$ cat src/rtl/safety_mute_ramp_pkg.sv
// Shared types and helpers for the safety mute/ramp gain stage and other
// gain stages that need the same unity constant or output saturation.
package safety_mute_ramp_pkg;

  // Gain controller states
  typedef enum logic [1:0] {
    PASS     = 2'd0,
    FADE_OUT = 2'd1,
    MUTED    = 2'd2,
    FADE_IN  = 2'd3
  } state_t;

  // Unity gain for an unsigned gain word of the given width (MSB set)
  function automatic logic [31:0] unityGain(input int gainWidth);
    return 32'd1 << (gainWidth - 1);
  endfunction

  // Clamp a wide signed value into the signed range of 'width' bits
  function automatic logic signed [63:0] saturate(input logic signed [63:0] value,
                                                  input int width);
    logic signed [63:0] maxVal;
    logic signed [63:0] minVal;
    maxVal = (64'sd1 <<< (width - 1)) - 64'sd1;
    minVal = -(64'sd1 <<< (width - 1));
    if (value > maxVal) begin
      return maxVal;
    end else if (value < minVal) begin
      return minVal;
    end
    return value;
  endfunction

endpackage

$ cat src/rtl/safety_mute_ramp_gain_scaler.sv
// Two-stage signed sample x unsigned gain pipeline with round-half-up and
// saturation. Stage 1 captures sample and gain, stage 2 registers the
// scaled result. The valid bit travels alongside so output valid trails
// input valid by exactly two cycles; the output word holds between samples.
module safety_gain_scaler
  import safety_mute_ramp_pkg::*;
#(
  parameter int data_width = 16,
  parameter int gain_width = 16
) (
  input  logic                         clk,
  input  logic                         reset_n,
  input  logic                         i_valid,
  input  logic signed [data_width-1:0] i_sample,
  input  logic        [gain_width-1:0] i_gain,
  output logic signed [data_width-1:0] o_sample,
  output logic                         o_valid
);

  localparam int PW = data_width + gain_width + 1;
  localparam logic signed [PW-1:0] ROUND_BIAS = PW'(64'sd1 <<< (gain_width - 2));

  logic signed [data_width-1:0] r_sample;
  logic        [gain_width-1:0] r_gain;
  logic                         r_valid1;
  logic signed [data_width-1:0] r_out;
  logic                         r_valid2;

  logic signed [PW-1:0]         w_sampleExt;
  logic signed [PW-1:0]         w_gainExt;
  logic signed [PW-1:0]         w_product;
  logic signed [PW-1:0]         w_rounded;
  logic signed [data_width-1:0] w_satOut;

  // Stage 1: capture the sample with the gain that applies to it
  always_ff @(posedge clk or negedge reset_n) begin
    if (!reset_n) begin
      r_sample <= '0;
      r_gain   <= '0;
      r_valid1 <= 1'b0;
    end else begin
      r_valid1 <= i_valid;
      if (i_valid) begin
        r_sample <= i_sample;
        r_gain   <= i_gain;
      end
    end
  end

  // Gain is unsigned, so it is zero-extended before the signed multiply;
  // the product always fits since gain never exceeds unity.
  assign w_sampleExt = PW'(r_sample);
  assign w_gainExt   = $signed(PW'(r_gain));
  assign w_product   = w_sampleExt * w_gainExt;
  assign w_rounded   = (w_product + ROUND_BIAS) >>> (gain_width - 1);
  assign w_satOut    = data_width'(saturate(64'(w_rounded), data_width));

  // Stage 2: register the scaled sample, holding it when nothing is valid
  always_ff @(posedge clk or negedge reset_n) begin
    if (!reset_n) begin
      r_out    <= '0;
      r_valid2 <= 1'b0;
    end else begin
      r_valid2 <= r_valid1;
      if (r_valid1) begin
        r_out <= w_satOut;
      end
    end
  end

  assign o_sample = r_out;
  assign o_valid  = r_valid2;

endmodule

$ cat src/rtl/safety_mute_ramp.sv
// Safety mute ramp: fades the audio gain to zero when the upstream health
// monitor reports a fault, holds mute until a run of clean samples has been
// seen, then fades back to unity. Power-up starts as a soft fade-in.
// Optional build macro SAFETY_MUTE_AUTO_RECOVER_EN: leave MUTED on its own
// once the hold expires with a clean, healthy sample (clear is then unused).
module safety_mute_ramp
  import safety_mute_ramp_pkg::*;
#(
  parameter int data_width = 16,
  parameter int gain_width = 16,
  parameter int ramp_log2  = 4,
  parameter int mute_hold  = 8
) (
  input  logic                         clk,
  input  logic                         reset_n,
  input  logic                         enable,
  input  logic                         sample_valid,
  input  logic signed [data_width-1:0] sample_in,
  input  logic                         health,
  input  logic                         peak_detect,
  input  logic                         envl_detect,
  input  logic                         clear,
  output logic signed [data_width-1:0] sample_out,
  output logic                         sample_out_valid,
  output logic                         muted
);

  localparam logic [gain_width-1:0] UNITY     = gain_width'(unityGain(gain_width));
  localparam logic [gain_width-1:0] STEP      = UNITY >> ramp_log2;
  localparam int                    HW        = $clog2(mute_hold + 1);
  localparam logic [HW-1:0]         HOLD_LOAD = HW'(mute_hold);

  state_t                r_state;
  logic [gain_width-1:0] r_gain;
  logic [HW-1:0]         r_holdCtr;
  logic                  r_muted;

  state_t                w_nextState;
  logic [gain_width-1:0] w_nextGain;
  logic [HW-1:0]         w_nextHold;
  logic                  w_accept;
  logic                  w_fault;
  logic [gain_width:0]   w_gainSum;
  logic [HW-1:0]         w_holdDec;

  assign w_accept  = sample_valid & enable;
  assign w_fault   = ~health | peak_detect | envl_detect;
  assign w_gainSum = {1'b0, r_gain} + {1'b0, STEP};
  assign w_holdDec = (r_holdCtr != '0) ? (r_holdCtr - HW'(1)) : '0;

  // Next state, gain and hold count; everything advances per accepted
  // sample except the un-mute request, which is checked every enabled cycle
  always_comb begin
    w_nextState = r_state;
    w_nextGain  = r_gain;
    w_nextHold  = r_holdCtr;
    case (r_state)
      PASS: begin
        w_nextGain = UNITY;
        if (w_accept && w_fault) begin
          w_nextState = FADE_OUT;
        end
      end
      FADE_OUT: begin
        if (w_accept) begin
          if (r_gain <= STEP) begin
            w_nextGain  = '0;
            w_nextState = MUTED;
            w_nextHold  = HOLD_LOAD;
          end else begin
            w_nextGain = r_gain - STEP;
          end
        end
      end
      MUTED: begin
        w_nextGain = '0;
`ifdef SAFETY_MUTE_AUTO_RECOVER_EN
        if (w_accept) begin
          if (w_fault) begin
            w_nextHold = HOLD_LOAD;
          end else if ((r_holdCtr == '0) && health) begin
            w_nextState = FADE_IN;
          end else begin
            w_nextHold = w_holdDec;
          end
        end
`else
        if (enable && clear && (r_holdCtr == '0) && health) begin
          w_nextState = FADE_IN;
        end else if (w_accept) begin
          w_nextHold = w_fault ? HOLD_LOAD : w_holdDec;
        end
`endif
      end
      FADE_IN: begin
        if (w_accept) begin
          if (w_fault) begin
            w_nextState = FADE_OUT;
          end else if (w_gainSum >= {1'b0, UNITY}) begin
            w_nextGain  = UNITY;
            w_nextState = PASS;
          end else begin
            w_nextGain = w_gainSum[gain_width-1:0];
          end
        end
      end
      default: begin
        w_nextState = FADE_IN;
        w_nextGain  = '0;
      end
    endcase
  end

  // Gain controller registers; reset lands in a soft-start fade-in from zero
  always_ff @(posedge clk or negedge reset_n) begin
    if (!reset_n) begin
      r_state   <= FADE_IN;
      r_gain    <= '0;
      r_holdCtr <= '0;
      r_muted   <= 1'b0;
    end else begin
      r_state   <= w_nextState;
      r_gain    <= w_nextGain;
      r_holdCtr <= w_nextHold;
      r_muted   <= (w_nextState == MUTED);
    end
  end

  assign muted = r_muted;

  safety_gain_scaler #(
    .data_width (data_width),
    .gain_width (gain_width)
  ) u_scaler (
    .clk      (clk),
    .reset_n  (reset_n),
    .i_valid  (sample_valid),
    .i_sample (sample_in),
    .i_gain   (r_gain),
    .o_sample (sample_out),
    .o_valid  (sample_out_valid)
  );

endmodule

$ cat config.mk
export PLATFORM = sky130hd
export DESIGN_NAME = safety_mute_ramp
export DESIGN_NICKNAME = d
export VERILOG_FILES = /design/src/rtl/safety_mute_ramp_pkg.sv /design/src/rtl/safety_mute_ramp_gain_scaler.sv /design/src/rtl/safety_mute_ramp.sv
export SDC_FILE = /design/constraint.sdc
export NUM_CORES = 1
export LEC_CHECK = 0
export BUFFER_PORTS_ARGS = -buffer_cell sky130_fd_sc_hd__buf_2
export CORE_ASPECT_RATIO = 1.2
export CORE_MARGIN = 2
export CORE_UTILIZATION = 25
export DETAILED_ROUTE_END_ITERATION = 6
export SYNTH_ARGS = -nofsm -noshare
export SYNTH_HDL_FRONTEND = slang
export SYNTH_SLANG_ARGS = --single-unit
$ cat constraint.sdc
create_clock -name clk -period 6.6 [get_ports clk]
set_input_delay 1.32 -clock clk [delete_from_list [all_inputs] [get_ports clk]]
set_output_delay 1.32 -clock clk [all_outputs]
set_load 0.1 [all_outputs]
==> results of run 1 <==
[worst max path at each step]
stage,from,endpoint,slack [ns],cells after the start
floorplan,u_scaler.r_gain[13],u_scaler.o_sample[0],0.57,21
global placement,u_scaler.r_sample[6],u_scaler.o_sample[4],0.46,20
detailed placement,u_scaler.r_gain[12],u_scaler.o_sample[4],0.31,20
CTS,u_scaler.r_gain[12],u_scaler.o_sample[7],0.28,20
global route,u_scaler.r_gain[12],u_scaler.o_sample[7],0.02,20
finish,u_scaler.r_gain[12],u_scaler.o_sample[7],0.28,20
[worst min-delay path, cell delays in order, from the launching register on]
cell and delay [ns]:
dfrtp_1 0.35, nand2_1 0.05, o31ai_1 0.06
[per-stage QoR]
stage | utilization (%) | hold WS, ns | setup WS, ns
after CTS | 28.9 | 0.508 | 0.275
final | 28.9 | 0.507 | 0.276
after global placement | 28.4 | 0.485 | 0.462
after floorplan | - | 0.452 | 0.569
after global routing | 28.9 | 0.519 | 0.0189
after detailed placement | 28.4 | 0.489 | 0.305
[cells by family after synthesis]
kind of cell    count (synthesis)  share of synthesized area, %
compound gates                131                          11.5
xor+xnor                       26                          2.73
fa+ha+maj                     241                          46.6
buf+inv                       202                          9.76
flops                          51                          15.3
mux                            24                          3.26
other cells                     2                        0.0901
simple gates                  179                          10.6
[cells in the final DEF (no fill, tap or decap), drive strengths merged, types with 3 or more instances in the layout]
cell	count
a21oi	31
a211o	3
conb	95
clkbuf	6
ha	125
o21ai	22
o211ai	6
mux2	22
dfrtp	49
nand4	3
inv	174
and2	40
nor2	25
nor3	5
xnor2	16
a21o	16
nand2b	6
a211oi	5
xor2	10
nand2	65
nor2b	7
and3	6
a221o	15
a31oi	6
buf	50
a31o	5
fa	116
nand3	14
[per-layer routing]
layer / track usage (%) / share of wire [%] / vias to the layer above
li1: - / - / 2894
met1: 11.8 / 40 / 2941
met2: 20.4 / 57 / 64
met3: 1.05 / 2.3 / 10
met4: 2.63 / 1.3 / 0
met5: 0 / 0 / -
[flip-flops by register name (all words and copies together) (netlist names)]
signal / count
r_holdCtr: 4
r_gain: 5
u_scaler.r_valid1: 1
muted: 1
u_scaler.o_sample: 16
u_scaler.r_gain: 5
u_scaler.o_valid: 1
r_state: 2
u_scaler.r_sample: 16
[layout make-up]
class | count | area share, %
clock inverters | 2 | 0.407
well taps | 450 | 5.91
flip-flops and latches | 51 | 13.4
multi-input cells | 696 | 69.1
repair buffers | 50 | 2.86
inverters | 173 | 6.81
clock buffers | 6 | 1.46
==> results.cfg, run 1 <==
[worst_hold_path]
min_path_cells = 2
holdCritStartpoint = r_holdCtr[1]
whs_endpoint = r_holdCtr[1]
min_path_type = reg2reg

[sta]
max_slew_margin_pct = 53.0
setup_viol = 0
finalHoldViolations = 0
slew_violations = 0
fin_worst_skew_ns = 0.00966
rsz0062_at_grt = no
clock.fmax_ghz = 0.158
worstMarginPinSlew_ns = 0.706
fin_crit_ns = 6.32
tns_ns = 0
finalCritPeriodShare_pct = 95.8

[synth]
syn_area_per_cell_um2 = 9.73
synth_seq_cells = 51
synth_area_leader_cell = fa_1
ys_top_cells_by_area = fa_1 (28%), ha_1 (19%), dfrtp_1 (15%), inv_1 (7.8%), and2_1 (3.0%)
postSynth.asyncResetShare_pct = 100
synth_top_area_share_pct = 27.9
seq_area_frac_synth_pct = 15.3
synth.cell_area_um2 = 8330
synthCells = 856
synth_common_cells = inv_1 (173), ha_1 (125), fa_1 (116), nand2_1 (65), dfrtp_1 (49)
synth_edf_count = 0
ys.flop_type = dfrtp_1
synth.most_common_cell = inv_1
synth_cell_types = 68
yosys_warnings = 0

[die]
die_h_um = 204
start_util_pct = 25.3
die_width_um = 171
ios = 42
num_rows = 73
core_um2 = 33000
fp.dieArea_um2 = 34800

[final_layout]
area.growth.synth_to_final_pct = 14.4
drive_gt1_share_pct = 10.3
fillerInstances = 3506
final_design_area_no_fill_um2 = 9530
stdcell_count = 1428
multi_input_area_um2 = 6590
antennaDiodeCount = 0
nets = 1242
regArea_um2 = 1280

[status]
status = finished, final reports clean

[clock_tree]
post_cts_buffers = 0
cts_buffers = 5
ctsResizeCount = 0
insertion_delay_ns = 0.31
root_buffer = clkbuf_16
postCtsHoldBufs = 0
cts_tree = yes
cts.clk_slew.worst_paths_ns = 0.07
clock-sinks = 51
clockBufferDepth = 2
htreeDepth = 2

[worst_setup_path]
slowest_stage = fa_1
worstRegToRegCells = 20
critPathMostFrequentCell = fa_1
cp-start-kind = flop
r2r-start = u_scaler.r_gain[12]
crit_type = reg2reg
endpoint_kind = flop
r2r-end = u_scaler.o_sample[7]
cp.required_ns = 6.80
critPathArrivalTime_ns = 6.52
cp_cell_sequence = and2_1, fa_1, inv_1, fa_1, fa_1, inv_1, fa_1, fa_1, inv_1, fa_1, inv_1, ha_1, and3_1, nand2_1, a211o_1, a21oi_1, mux2i_2, a22oi_2, buf_4, a221o_2
r2r_setup_slack_ns = 0.28
cp_top_family = adder cells
crit_fanout = 15
cpPeakStageDelay_ns = 0.54
cp_num_buf_inv = 5

[place]
place_congestion = 0.827
place_area_um2 = 9350
port_buffers = 41
dp.cells = 1420
dp_hpwl_um = 14300

[routing]
viasPerCell = 4.14
routed_wirelength_um = 17000
drc = 0
drt_iter0_markers = 201
firstDrtPassIters = 5
routedWlPerCell_um = 11.9
vias = 5909
drtAntennaViolNets = 0

[job]
drv_cap = 0

[global_routing]
grt_pass1_vias = 6170
antenna_found_initial = 0
grt_start_max_net_pins = 52
grt_pass1_wl_um = 29000
grt_use_total_pct = 10.4
grt_overflow = 0
Power of run 1 is left out: the tool's default activity adds up to more than one toggle a clock period on the data nets, which glitch-free logic cannot reach.
==> run 2: changes to the inputs <==
--- a/config.mk
+++ b/config.mk
@@ -10,6 +10,7 @@
 export CORE_MARGIN = 2
 export CORE_UTILIZATION = 25
 export DETAILED_ROUTE_END_ITERATION = 6
+export PLACE_DENSITY = 0.5
 export SYNTH_ARGS = -nofsm -noshare
 export SYNTH_HDL_FRONTEND = slang
 export SYNTH_SLANG_ARGS = --single-unit
==> run 2 against run 1 <==
  * Die area is the same
  * Via count shrank 2.0%
  * Worst setup slack gained 0.11 ns
  * Sequential share of layout area is essentially flat
  * Global-route usage shrank 0.082 points
  * Sequential cell count is the same
  * Design area shrank 0.16%
  * Highest routed layer unchanged
  * Cell count is essentially flat
  * Fmax grew 1.8%
==> results.cfg, run 2 (synthesis results as in run 1) <==
[worst_setup_path]
cp_cell_sequence = and2_1, fa_1, inv_1, fa_1, fa_1, inv_1, fa_1, fa_1, inv_1, fa_1, inv_1, ha_1, and3_1, nand2_1, a211o_1, a21oi_1, mux2i_2, a22oi_2, buf_4, a221o_2
r2r-end = u_scaler.o_sample[4]
crit_type = reg2reg
r2r_setup_slack_ns = 0.39
critPathArrivalTime_ns = 6.40
r2r-start = u_scaler.r_gain[12]
cp_top_family = adder cells
cp.required_ns = 6.79
endpoint_kind = flop
cp-start-kind = flop
worstRegToRegCells = 20
cp_num_buf_inv = 5
critPathMostFrequentCell = fa_1
cpPeakStageDelay_ns = 0.54
crit_fanout = 15
slowest_stage = fa_1

[routing]
drtAntennaViolNets = 0
routed_wirelength_um = 16800
viasPerCell = 4.05
routedWlPerCell_um = 11.8
firstDrtPassIters = 4
drt_iter0_markers = 168
drc = 0
vias = 5789

[sta]
tns_ns = 0
max_slew_margin_pct = 54.0
slew_violations = 0
finalHoldViolations = 0
clock.fmax_ghz = 0.161
fin_worst_skew_ns = 0.00791
finalCritPeriodShare_pct = 94.1
worstMarginPinSlew_ns = 0.690
fin_crit_ns = 6.21
setup_viol = 0
rsz0062_at_grt = no

[worst_hold_path]
min_path_type = reg2reg
whs_endpoint = r_holdCtr[1]
min_path_cells = 2
holdCritStartpoint = r_holdCtr[1]

[clock_tree]
ctsResizeCount = 0
insertion_delay_ns = 0.30
post_cts_buffers = 0
root_buffer = clkbuf_16
cts.clk_slew.worst_paths_ns = 0.08
cts_tree = yes
postCtsHoldBufs = 0
clockBufferDepth = 2
clock-sinks = 51
htreeDepth = 2
cts_buffers = 5

[die]
core_um2 = 33000
die_width_um = 171
num_rows = 73
start_util_pct = 25.3
ios = 42
die_h_um = 204
fp.dieArea_um2 = 34800

[final_layout]
final_cell_mix = inv_1 (173), ha_1 (125), fa_1 (116)
nets = 1243
drive_gt1_share_pct = 10.4
fillerInstances = 3556
antennaDiodeCount = 0
layout_commonest_cell = inv_1
multi_input_area_um2 = 6590
area.growth.synth_to_final_pct = 14.2
regArea_um2 = 1280

[global_routing]
grt_pass1_wl_um = 28900
grt_start_max_net_pins = 52
grt_use_total_pct = 10.3
grt_overflow = 0
antenna_found_initial = 0
grt_pass1_vias = 6010

[place]
port_buffers = 41
place_congestion = 0.796
dp_hpwl_um = 14400

[job]
drv_cap = 0

[status]
status = finished, final reports clean
[run 2: changes by cell type in the layout (fill, tap and decap cells not counted), sizes merged]
| cell | change |
|---|---|
| buf | +1 |
| clkinvlp | +1 |
| clkinv | +1 |
| bufinv | -1 |
| inv | -1 |
[run 2: metal layers]
metal | part of all wire [%] | global-route usage (%)
met2 | 55 | 19.4
met3 | 1.3 | 0.930
met5 | 0 | 0
met4 | 0.59 | 2.35
met1 | 43 | 12.6
[run 2: final cells by class]
cell class / count / area share [%]
clock buffers: 6 / 1.46
clock inverters: 2 / 0.171
inverters: 173 / 6.82
multi-input cells: 696 / 69.2
flip-flops and latches: 51 / 13.4
well taps: 450 / 5.92
repair buffers: 51 / 2.95
[run 2: worst max path at each step]
stage          slack [ns]           startpoint  depth (start not counted)                     to
5_1_grt              0.01  u_scaler.r_gain[12]                         21  u_scaler.o_sample[10]
6_report             0.39  u_scaler.r_gain[12]                         20   u_scaler.o_sample[4]
3_5_place_dp         0.37  u_scaler.r_gain[12]                         21   u_scaler.o_sample[6]
2_1_floorplan        0.57  u_scaler.r_gain[13]                         21   u_scaler.o_sample[0]
3_3_place_gp         0.43  u_scaler.r_gain[12]                         21   u_scaler.o_sample[4]
4_1_cts              0.34  u_scaler.r_gain[12]                         21  u_scaler.o_sample[10]
[run 2: tightest hold or removal path: cells and delay by family, from the launching register on]
family           cells  cell delay [ns]
AO/OA/AOI/OAI        1             0.06
flip-flops           1             0.36
AND/OR/NAND/NOR      1             0.05
[run 2: through the flow]
stage	std cells	hold WS (ns)	util (%)	setup WS [ns]	instance area, µm²
finish	1429	0.508	28.9	0.390	9520
global placement	1421	0.485	28.4	0.427	9360
global route	1429	0.537	28.9	0.0111	9520
CTS	1429	0.508	28.9	0.341	9520
floorplan	949	0.452	-	0.569	8680
detailed placement	1421	0.492	28.4	0.372	9360
Power of run 2 is left out for the same reason.
==> run 3: changes to the inputs <==
--- a/config.mk
+++ b/config.mk
@@ -9,7 +9,9 @@
 export CORE_ASPECT_RATIO = 1.2
 export CORE_MARGIN = 2
 export CORE_UTILIZATION = 25
+export CTS_BUF_LIST = sky130_fd_sc_hd__clkbuf_8
 export DETAILED_ROUTE_END_ITERATION = 6
+export GPL_TIMING_DRIVEN = 0
 export PLACE_DENSITY = 0.5
 export SYNTH_ARGS = -nofsm -noshare
 export SYNTH_HDL_FRONTEND = slang
==> run 3 against run 2 <==
  * Global-route usage is 0.33 points higher
  * Clock-buffer cell count is 1 lower
  * First-iteration DRC count is 12% higher
  * Sequential share of layout area is 0.16 points lower
  * Fmax is 2.2% lower
  * Worst hold slack better by 0.017 ns
  * Clock skew is 0.0051 ns higher
  * Non-clock buffer count is 31 higher
  * Sequential cell count stayed put
  * Cell count is 2.2% higher
  * Design area is 1.6% higher
  * Critical path depth is 3 higher
  * Critical endpoint is now u_scaler.o_sample[11]
  * Largest cell class unchanged
==> results.cfg, run 3 (synthesis results as in run 1) <==
[place]
place_congestion = 0.812
dp_hpwl_um = 14800
port_buffers = 41
dpl_worst_slack_ns = -0.395
place_area_um2 = 9450
dp.cells = 1440

[global_routing]
grt_pass1_wl_um = 29700
grt_overflow = 0
grt_start_max_net_pins = 52
grt_use_total_pct = 10.6
antenna_found_initial = 0
grt_pass1_vias = 6223

[routing]
drc = 0
viasPerCell = 4.14
drtAntennaViolNets = 0
firstDrtPassIters = 4
vias = 6041
routedWlPerCell_um = 11.9
routed_wirelength_um = 17400
drt_iter0_markers = 188

[clock_tree]
cts_buffers = 5
root_buffer = clkbuf_8
cts.clk_slew.worst_paths_ns = 0.11
clockBufferDepth = 2
insertion_delay_ns = 0.33
clock-sinks = 51
htreeDepth = 2
postCtsHoldBufs = 0
cts_tree = yes

[sta]
clock.fmax_ghz = 0.157
worstMarginPinSlew_ns = 0.698
max_slew_margin_pct = 53.4
fin_worst_skew_ns = 0.0130
finalHoldViolations = 0
worst_slack_ns = 0.249
finalCritPeriodShare_pct = 96.2
setup_viol = 0
slew_violations = 0
fin_crit_ns = 6.35

[worst_hold_path]
whs_endpoint = u_scaler.o_sample[1]
min_path_cells = 1
holdCritStartpoint = u_scaler.o_sample[1]
min_path_type = reg2reg

[worst_setup_path]
worstRegToRegCells = 23
crit_type = reg2reg
critPathArrivalTime_ns = 6.58
r2r-start = u_scaler.r_gain[13]
crit_fanout = 10
cp-start-kind = flop
cp.required_ns = 6.82
r2r_setup_slack_ns = 0.25
r2r-end = u_scaler.o_sample[11]
endpoint_kind = flop

[job]
drv_cap = 0

[die]
num_rows = 73
start_util_pct = 25.3
ios = 42
die_width_um = 171
die_h_um = 204
core_um2 = 33000
fp.dieArea_um2 = 34800

[final_layout]
final_cell_mix = inv_1 (173), ha_1 (124), fa_1 (116)
antennaDiodeCount = 0
area.growth.synth_to_final_pct = 16.0
stdcell_count = 1460
drive_gt1_share_pct = 12.2
nets = 1274
final_design_area_no_fill_um2 = 9670
layout_commonest_cell = inv_1

[status]
status = finished, final reports clean
run 3: changes by cell type in the layout (fill, tap and decap cells not counted), sizes merged:
cell         change
buf              +8
clkbuf          +20
clkinv           +1
dlygate4sd3      +1
bufbuf           +1
clkinvlp         -1
inv              +1
run 3: worst max-delay path by stage:
stage	slack, ns	to	cells past startpoint	start
after floorplan	0.57	u_scaler.o_sample[0]	21	u_scaler.r_gain[13]
after global placement	-0.40	u_scaler.o_sample[14]	20	u_scaler.r_gain[13]
after detailed placement	-0.40	u_scaler.o_sample[9]	20	u_scaler.r_gain[13]
after CTS	0.03	u_scaler.o_sample[3]	21	u_scaler.r_gain[12]
after global routing	-0.003	u_scaler.o_sample[3]	21	u_scaler.r_gain[13]
final	0.25	u_scaler.o_sample[11]	23	u_scaler.r_gain[13]
run 3: final cells by class:
cell class / instances / area [µm²]
Timing Repair Buffer: 53 / 298
Clock inverter: 3 / 28.8
Tap cell: 450 / 563
Clock buffer: 5 / 68.8
Buffer: 29 / 181
Multi-Input combinational cell: 696 / 6600
Fill cell: 3526 / 23300
Sequential cell: 51 / 1280
Inverter: 173 / 649
run 3: routing by layer:
metal	track usage (%)	wire, µm	share of wire (%)	vias up
met2	20.4	9790	56	45
li1	-	-	-	2951
met1	12.6	7130	41	3035
met4	2.72	226	1.3	0
met3	0.910	284	1.6	10
met5	0	0	0	-
run 3: critical path: stages, from the launching register on:
cell and delay [ns]:
dfrtp_2 0.44, buf_4 0.15, and2_1 0.15, fa_1 0.50, inv_1 0.05, fa_1 0.50
fa_1 0.52, inv_1 0.06, fa_1 0.46, fa_1 0.55, inv_1 0.06, fa_1 0.53
inv_1 0.04, ha_1 0.26, clkbuf_2 0.17, and3_1 0.22, nand2_1 0.09, a211o_1 0.33
a21oi_2 0.20, mux2i_2 0.22, buf_4 0.16, o211ai_4 0.12, buf_6 0.18, a221o_1 0.29
run 3: stage by stage:
stage | hold WS, ns | setup TNS [ns] | utilization (%)
2_1_floorplan | 0.452 | 0 | -
3_3_place_gp | 0.488 | -5.27 | 28.7
3_5_place_dp | 0.500 | -5.22 | 28.7
4_1_cts | 0.527 | 0 | 29.0
5_1_grt | 0.539 | -0.00322 | 29.3
6_report | 0.525 | 0 | 29.3
run 3: repair_timing:
action / CTS / global route
pin swaps: 0 / 2
resized for setup: 10 / 11
setup buffers: 1 / 11
setup endpoints to repair: 15 / 15
endpoints found under the hold margin: 0 / 0
Power of run 3 is left out for the same reason.
